File: src/rtl/fft_pkg.sv
// Shared constants, types and the frequency-index to (bank, address) mapping
// for the 2048-point FFT result reader.
package fft_pkg;
   localparam int N_FFT       = 2048;
   localparam int BANK_ADDR_W = 9;
   localparam int INDEX_W     = 11;
   localparam int BANK_W      = 2;
   localparam int FIFO_DEPTH  = 4;
   localparam int FIFO_PTR_W  = $clog2(FIFO_DEPTH);
   localparam int FIFO_CNT_W  = $clog2(FIFO_DEPTH + 1);
   localparam logic [INDEX_W-1:0] LAST_IDX = INDEX_W'(N_FFT - 1);

   typedef enum logic [1:0] {
      S_IDLE,
      S_RUN,
      S_DRAIN
   } state_t;

   typedef struct packed {
      logic [BANK_W-1:0]      bank;
      logic [BANK_ADDR_W-1:0] addr;
   } rd_loc_t;

   // One issued read travelling through the RAM latency pipeline.
   typedef struct packed {
      logic                   vld;
      logic [BANK_W-1:0]      bank;
      logic [INDEX_W-1:0]     idx;
   } rd_tag_t;

   // Radix-4 digits reverse order; the single radix-2 digit d5 lands in the LSB.
   function automatic rd_loc_t digit_rev(input logic [INDEX_W-1:0] n);
      return rd_loc_t'({n[1:0], n[3:2], n[5:4], n[7:6], n[9:8], n[10]});
   endfunction
endpackage

File: src/rtl/fft_out_fifo.sv
// Small synchronous FIFO holding {data, index, last} between the bank reads
// and the output handshake; a push and pop in the same cycle both take effect.
module fft_out_fifo
   import fft_pkg::*;
#(
   parameter int W = 44
) (
   input  logic                  i_clk,
   input  logic                  i_reset,
   input  logic                  i_push,
   input  logic [W-1:0]          i_data,
   input  logic                  i_pop,
   output logic [W-1:0]          o_data,
   output logic                  o_full,
   output logic                  o_empty,
   output logic [FIFO_CNT_W-1:0] o_count
);

   logic [W-1:0]          r_mem [FIFO_DEPTH];
   logic [FIFO_PTR_W-1:0] r_wr_ptr;
   logic [FIFO_PTR_W-1:0] r_rd_ptr;
   logic [FIFO_CNT_W-1:0] r_count;
   logic                  w_do_push;
   logic                  w_do_pop;

   assign o_empty   = (r_count == '0);
   assign o_full    = (r_count == FIFO_CNT_W'(FIFO_DEPTH));
   assign o_count   = r_count;
   assign w_do_pop  = i_pop && !o_empty;
   assign w_do_push = i_push && (!o_full || w_do_pop);

   // NOTE: storage is deliberately not reset; only pointers/count are, and the
   // parent gates everything read from here with "not empty".
   always_ff @(posedge i_clk) begin
      if (w_do_push) r_mem[r_wr_ptr] <= i_data;
   end

   // NOTE: sequential state uses non-blocking assignments so every register
   // samples pre-edge values regardless of statement order.
   always_ff @(posedge i_clk) begin
      if (i_reset) begin
         r_wr_ptr <= '0;
         r_rd_ptr <= '0;
         r_count  <= '0;
      end else begin
         if (w_do_push) r_wr_ptr <= r_wr_ptr + FIFO_PTR_W'(1);
         if (w_do_pop)  r_rd_ptr <= r_rd_ptr + FIFO_PTR_W'(1);
         r_count <= r_count + FIFO_CNT_W'(w_do_push) - FIFO_CNT_W'(w_do_pop);
      end
   end

   assign o_data = r_mem[r_rd_ptr];

endmodule

File: src/rtl/fft_output_reader.sv
// Streams a finished 2048-point FFT out of four digit-reversed RAM banks in
// natural frequency order over a valid/ready interface.
module fft_output_reader
   import fft_pkg::*;
#(
   parameter int DATA_W = 16,
   parameter int RD_LAT = 2
) (
   input  logic                   iCLK,
   input  logic                   iRESET,
   input  logic                   iFFT_RDY,
   output logic                   oRD_EN,
   output logic [BANK_W-1:0]      oRD_BANK,
   output logic [BANK_ADDR_W-1:0] oRD_ADDR,
   input  logic [2*DATA_W-1:0]    iRD_DATA_0,
   input  logic [2*DATA_W-1:0]    iRD_DATA_1,
   input  logic [2*DATA_W-1:0]    iRD_DATA_2,
   input  logic [2*DATA_W-1:0]    iRD_DATA_3,
   output logic                   oVALID,
   input  logic                   iREADY,
   output logic [2*DATA_W-1:0]    oDATA,
   output logic [INDEX_W-1:0]     oINDEX,
   output logic                   oLAST,
   output logic                   oBUSY,
   output logic                   oDONE
);

   localparam int SMP_W = 2 * DATA_W;
   localparam int ENT_W = SMP_W + INDEX_W + 1;
   localparam int CRD_W = $clog2(RD_LAT + FIFO_DEPTH + 1) + 1;

   state_t                r_state;
   state_t                w_next_state;
   logic                  r_rdy_d;
   logic [INDEX_W-1:0]    r_rd_idx;
   rd_tag_t               r_pipe [RD_LAT];
   logic                  r_done;

   rd_loc_t               w_loc;
   rd_tag_t               w_tail;
   logic                  w_start;
   logic                  w_last_rd;
   logic                  w_rd_en;
   logic                  w_credit_ok;
   logic [CRD_W-1:0]      w_in_flight;
   logic [SMP_W-1:0]      w_rd_data;
   logic [ENT_W-1:0]      w_push_ent;
   logic [ENT_W-1:0]      w_head_ent;
   logic                  w_valid;
   logic                  w_pop;
   logic                  w_full;
   logic                  w_empty;
   logic                  w_head_last;
   logic [FIFO_CNT_W-1:0] w_fifo_count;

   assign w_loc       = digit_rev(r_rd_idx);
   assign w_tail      = r_pipe[RD_LAT-1];
   assign w_start     = iFFT_RDY && !r_rdy_d;
   assign w_last_rd   = (r_rd_idx == LAST_IDX);
   assign w_valid     = !w_empty;
   assign w_pop       = w_valid && iREADY;
   assign w_head_last = w_head_ent[0];

   always_ff @(posedge iCLK) begin
      if (iRESET) r_state <= S_IDLE;
      else        r_state <= w_next_state;
   end

   // NOTE: every combinational output gets a default first so no path infers a latch.
   always_comb begin
      w_next_state = r_state;
      case (r_state)
         S_IDLE:  if (w_start)               w_next_state = S_RUN;
         S_RUN:   if (w_rd_en && w_last_rd)  w_next_state = S_DRAIN;
         S_DRAIN: if (w_pop && w_head_last)  w_next_state = S_IDLE;
         default:                            w_next_state = S_IDLE;
      endcase
   end

   always_comb begin
      w_rd_en  = 1'b0;
      oRD_BANK = '0;
      oRD_ADDR = '0;
      oBUSY    = 1'b0;
      case (r_state)
         S_RUN: begin
            w_rd_en  = w_credit_ok;
            oRD_BANK = w_loc.bank;
            oRD_ADDR = w_loc.addr;
            oBUSY    = 1'b1;
         end
         S_DRAIN: oBUSY = 1'b1;
         default: ;
      endcase
   end

   assign oRD_EN = w_rd_en;

   // Reset leaves the edge register high so an already-high level cannot start a frame.
   always_ff @(posedge iCLK) begin
      if (iRESET) r_rdy_d <= 1'b1;
      else        r_rdy_d <= iFFT_RDY;
   end

   always_ff @(posedge iCLK) begin
      if (iRESET || r_state == S_IDLE) r_rd_idx <= '0;
      else if (w_rd_en && !w_last_rd)  r_rd_idx <= r_rd_idx + INDEX_W'(1);
   end

   always_ff @(posedge iCLK) begin
      if (iRESET) begin
         for (int i = 0; i < RD_LAT; i++) r_pipe[i] <= '0;
      end else begin
         r_pipe[0] <= '{vld: w_rd_en, bank: w_loc.bank, idx: r_rd_idx};
         for (int i = 1; i < RD_LAT; i++) r_pipe[i] <= r_pipe[i-1];
      end
   end

   // Reads still in the RAM pipeline each already own a FIFO slot.
   always_comb begin
      w_in_flight = '0;
      for (int i = 0; i < RD_LAT; i++) w_in_flight = w_in_flight + CRD_W'(r_pipe[i].vld);
   end

   assign w_credit_ok = !w_full &&
                        ((w_in_flight + CRD_W'(w_fifo_count)) < CRD_W'(FIFO_DEPTH));

   always_comb begin
      case (w_tail.bank)
         2'd0:    w_rd_data = iRD_DATA_0;
         2'd1:    w_rd_data = iRD_DATA_1;
         2'd2:    w_rd_data = iRD_DATA_2;
         default: w_rd_data = iRD_DATA_3;
      endcase
   end

   assign w_push_ent = {w_rd_data, w_tail.idx, (w_tail.idx == LAST_IDX)};

   fft_out_fifo #(
      .W (ENT_W)
   ) u_fifo (
      .i_clk   (iCLK),
      .i_reset (iRESET),
      .i_push  (w_tail.vld),
      .i_data  (w_push_ent),
      .i_pop   (w_pop),
      .o_data  (w_head_ent),
      .o_full  (w_full),
      .o_empty (w_empty),
      .o_count (w_fifo_count)
   );

   assign oVALID = w_valid;
   assign oDATA  = w_valid ? w_head_ent[ENT_W-1 -: SMP_W] : '0;
   assign oINDEX = w_valid ? w_head_ent[INDEX_W:1]        : '0;
   assign oLAST  = w_valid && w_head_last;

   always_ff @(posedge iCLK) begin
      if (iRESET) r_done <= 1'b0;
      else        r_done <= w_pop && w_head_last;
   end

   assign oDONE = r_done;

endmodule

File: config.mk
export PLATFORM = sky130hd
export DESIGN_NAME = fft_output_reader
export DESIGN_NICKNAME = d
export VERILOG_FILES = /design/src/rtl/fft_pkg.sv /design/src/rtl/fft_out_fifo.sv /design/src/rtl/fft_output_reader.sv
export SDC_FILE = /design/constraint.sdc
export NUM_CORES = 1
export LEC_CHECK = 0
export ABC_AREA = 0
export BUFFER_PORTS_ARGS = -buffer_cell sky130_fd_sc_hd__clkbuf_2
export CORE_ASPECT_RATIO = 1.1
export CORE_MARGIN = 10
export CORE_UTILIZATION = 59
export CTS_CLUSTER_SIZE = 14
export DETAILED_ROUTE_END_ITERATION = 8
export GPL_ROUTABILITY_DRIVEN = 0
export PLACE_DENSITY = 0.95
export SLEW_MARGIN = 15
export SYNTH_ARGS = -nofsm -noshare
export SYNTH_HDL_FRONTEND = slang
export SYNTH_HIERARCHICAL = 1
export SYNTH_SLANG_ARGS = --single-unit
File: constraint.sdc
create_clock -name iCLK -period 3.73 [get_ports iCLK]
set_input_delay 0.9325 -clock iCLK [delete_from_list [all_inputs] [get_ports iCLK]]
set_output_delay 0.9325 -clock iCLK [all_outputs]
set_load 0.1 [all_outputs]
==> results.ini <==
[floorplan]
die_h_um=153
die-area_um2=21500
row_count=48
core_area_um2=15700
pin_count=191
initial_core_util_pct=60.1
die_w_um=141

[timing]
hold_viol_final=0
fin_crit_ns=3.48
rsz0062_at_grt=false
relSlewSlack_pct=31.1
worstMarginPinSlew_ns=1.03
finalSetupTns_ns=0
slew_viol_final=0
setup_viol=0
hold_ws_ns=0.431
fin_worst_skew_ns=0.0105
fmax_mhz=287
finalCritPeriodShare_pct=93.3

[yosys]
synthArstFlopShare_pct=0
synth_area_leaders=edfxtp_1 56%, mux4_2 18%, dfxtp_1 10%, nor2b_1 4.6%, ha_1 1.3%
synth_edf_count=176
ys_warn_count=6
ys_types=46
ys_ff_latch=224
syn_area_per_cell_um2=18.0
ys_seq_area_share_pct=66.0
synth_area_um2=9460
netlist.area_leader.share_pct=55.9
synthCells=526
synth_top_area_cell=edfxtp_1
synth_top_flop_cell=edfxtp_1
syn_nets=669

[detailed_routing]
wl_met2_um=11800
via_per_inst=5.90
drt_wl_total_um=21600
route.met3.wl_um=1500
drt-met1-wl_um=7810
drtIter0Drc=434
vias=5515
wl_per_cell_um=23.1
ant_nets=0
drc_errors=0
dr.max_layer_used=met4
drt-pass1-iter-count=5

[worst_setup_path]
cp-start-kind=flop
cp_max_fo=26
critPathKind=flop to output port
worst-endpoint-arrival_ns=2.55
cp.required_ns=2.80
end_kind=output port

[clocking]
clock-root-buffer=clkbuf_16
ctsResizeCount=0
htree_levels=1
cts_inserted_buffers=21
cts_setup_buffers=0
cts_buffer_depth=3
path_clk_slew_ns=0.06
worstSkewPairLatency_ns=0.48
cts_hold_buf=0
clock-sinks=224
cts_tree=built

[global_routing]
grt.overflow.total=0
grt_pass1_vias=5965
grt_use_total_pct=19.5
antenna_found_initial=0
grt_max_degree=45
grt_pass1_wl_um=33400

[pwr]
p_per_area_nw_per_um2=481
vdd_drop_max_uv=327
leakage_uw=0.00400

[run_status]
status=completed

[placement]
dp_hpwl_um=15400
placed_area_um2=10600
port_buffers=190

[final_layout]
register_area_um2=6250
multi_input_area_um2=3010
syn2layout_area_growth_pct=19.0
num-nets-final=864
final_util_pct=71.5
diodes=0
fillers=975
fin_area_um2=11300
layout-drive-gt1-share_pct=44.4

[run]
max-cap-violations=0

[hold_path]
hold_class=flop to flop

per-layer routing:
metal / vias up / track usage (%)
li1: 2453 / -
met1: 2773 / 22.3
met2: 250 / 35.6
met3: 39 / 4.09
met4: 0 / 5.51
met5: - / 0
report_power, final:
group / internal (µW) / switching, µW
Sequential: 2720 / 20.5
Combinational: 183 / 518
Clock: 1150 / 826
Total: 4060 / 1360
critical path: stages, from the launching register on:
cell	delay (ns)
dfxtp_4	0.67
buf_4	0.31
mux4_2	0.53
nor2b_1	0.15
clkbuf_2	0.39
cell usage after synthesis (2+ instances only):
cell type	number
edfxtp_1	176
mux4_2	76
nor2b_1	70
dfxtp_1	48
clkbuf_1	17
and2_1	12
nor2_1	12
inv_1	11
a21oi_1	10
ha_1	10
buf_2	8
buf_6	6
and2_2	5
nand2b_1	5
o31ai_1	5
or4_1	4
nand2_1	3
nand3_1	3
nand4_1	3
o21ai_0	3
or3_1	3
and3_1	2
and4_1	2
mux2i_1	2
nand3b_1	2
nor3_1	2
nor3b_4	2
o211ai_1	2
o311ai_0	2
or2_2	2
xnor2_1	2
xor2_1	2
metrics by stage:
stage / setup slack (ns) / std cells / power, µW
2_1_floorplan: 0.481 / 526 / 3330
3_3_place_gp: 0.758 / 898 / 3470
3_5_place_dp: 0.710 / 898 / 3500
4_1_cts: 0.185 / 935 / 5450
5_1_grt: 0.0949 / 935 / 5580
6_report: 0.249 / 935 / 5420
cell type report:
class / count / area share [%]
Clock inverter: 9 / 0.622
Sequential cell: 224 / 55.5
Multi-Input combinational cell: 260 / 26.7
Timing Repair Buffer: 203 / 9.42
Clock buffer: 28 / 5.09
Inverter: 11 / 0.367
Tap cell: 200 / 2.22
state kept, by name, summed over array words and instances, names as in the netlist, named ones only:
register and flops:
u_fifo/r_rd_ptr 2, r_pipe 24, u_fifo/o_count 3, u_fifo/r_wr_ptr 2, r_state 2, r_rdy_d 1, r_rd_idx 11, u_fifo/r_mem 176
oDONE 1
cells in the final DEF (no fill, tap or decap), types with 3 or more instances in the layout:
cell       instances
nand3_1            3
inv_1             12
clkbuf_16         22
or4_1              4
nor2_1            12
dfxtp_1           44
mux4_2            76
edfxtp_1         176
buf_4             12
ha_1              10
o21ai_0            3
a21oi_1           10
clkbuf_2         190
or3_1              3
clkinv_2           4
and2_1            12
nand2b_1           5
clkbuf_1           6
nor2b_1           70
and2_2             5
o31ai_1            5
dfxtp_2            3
nand2_1            3
nand4_1            3
worst paths after layout:
kind                           from                   to  slack, ns  depth (start not counted)
setup / recovery               flop           oINDEX[10]       0.25                          4
hold / removal         r_pipe[0][8]        r_pipe[0][22]       0.43                          1
setup reg to reg  u_fifo/o_count[1]  u_fifo/r_mem[1][37]       1.21                          6
hold reg to reg        r_pipe[0][8]        r_pipe[0][22]       0.43                          1
cells by family (layout without fill, tap and decap cells):
kind of cell | count (synthesis) | in the layout | synth area share (%)
AOI/OAI and AO/OA | 33 | 33 | 2.59
xor gates and xnor gates | 4 | 4 | 0.370
adders and majority gates | 11 | 11 | 1.53
buffers and inverters | 42 | 251 | 2.25
DFF | 224 | 224 | 66.0
muxes | 79 | 79 | 18.5
and+or+nand+nor | 133 | 133 | 8.79
(Power assumes the default switching activity.)
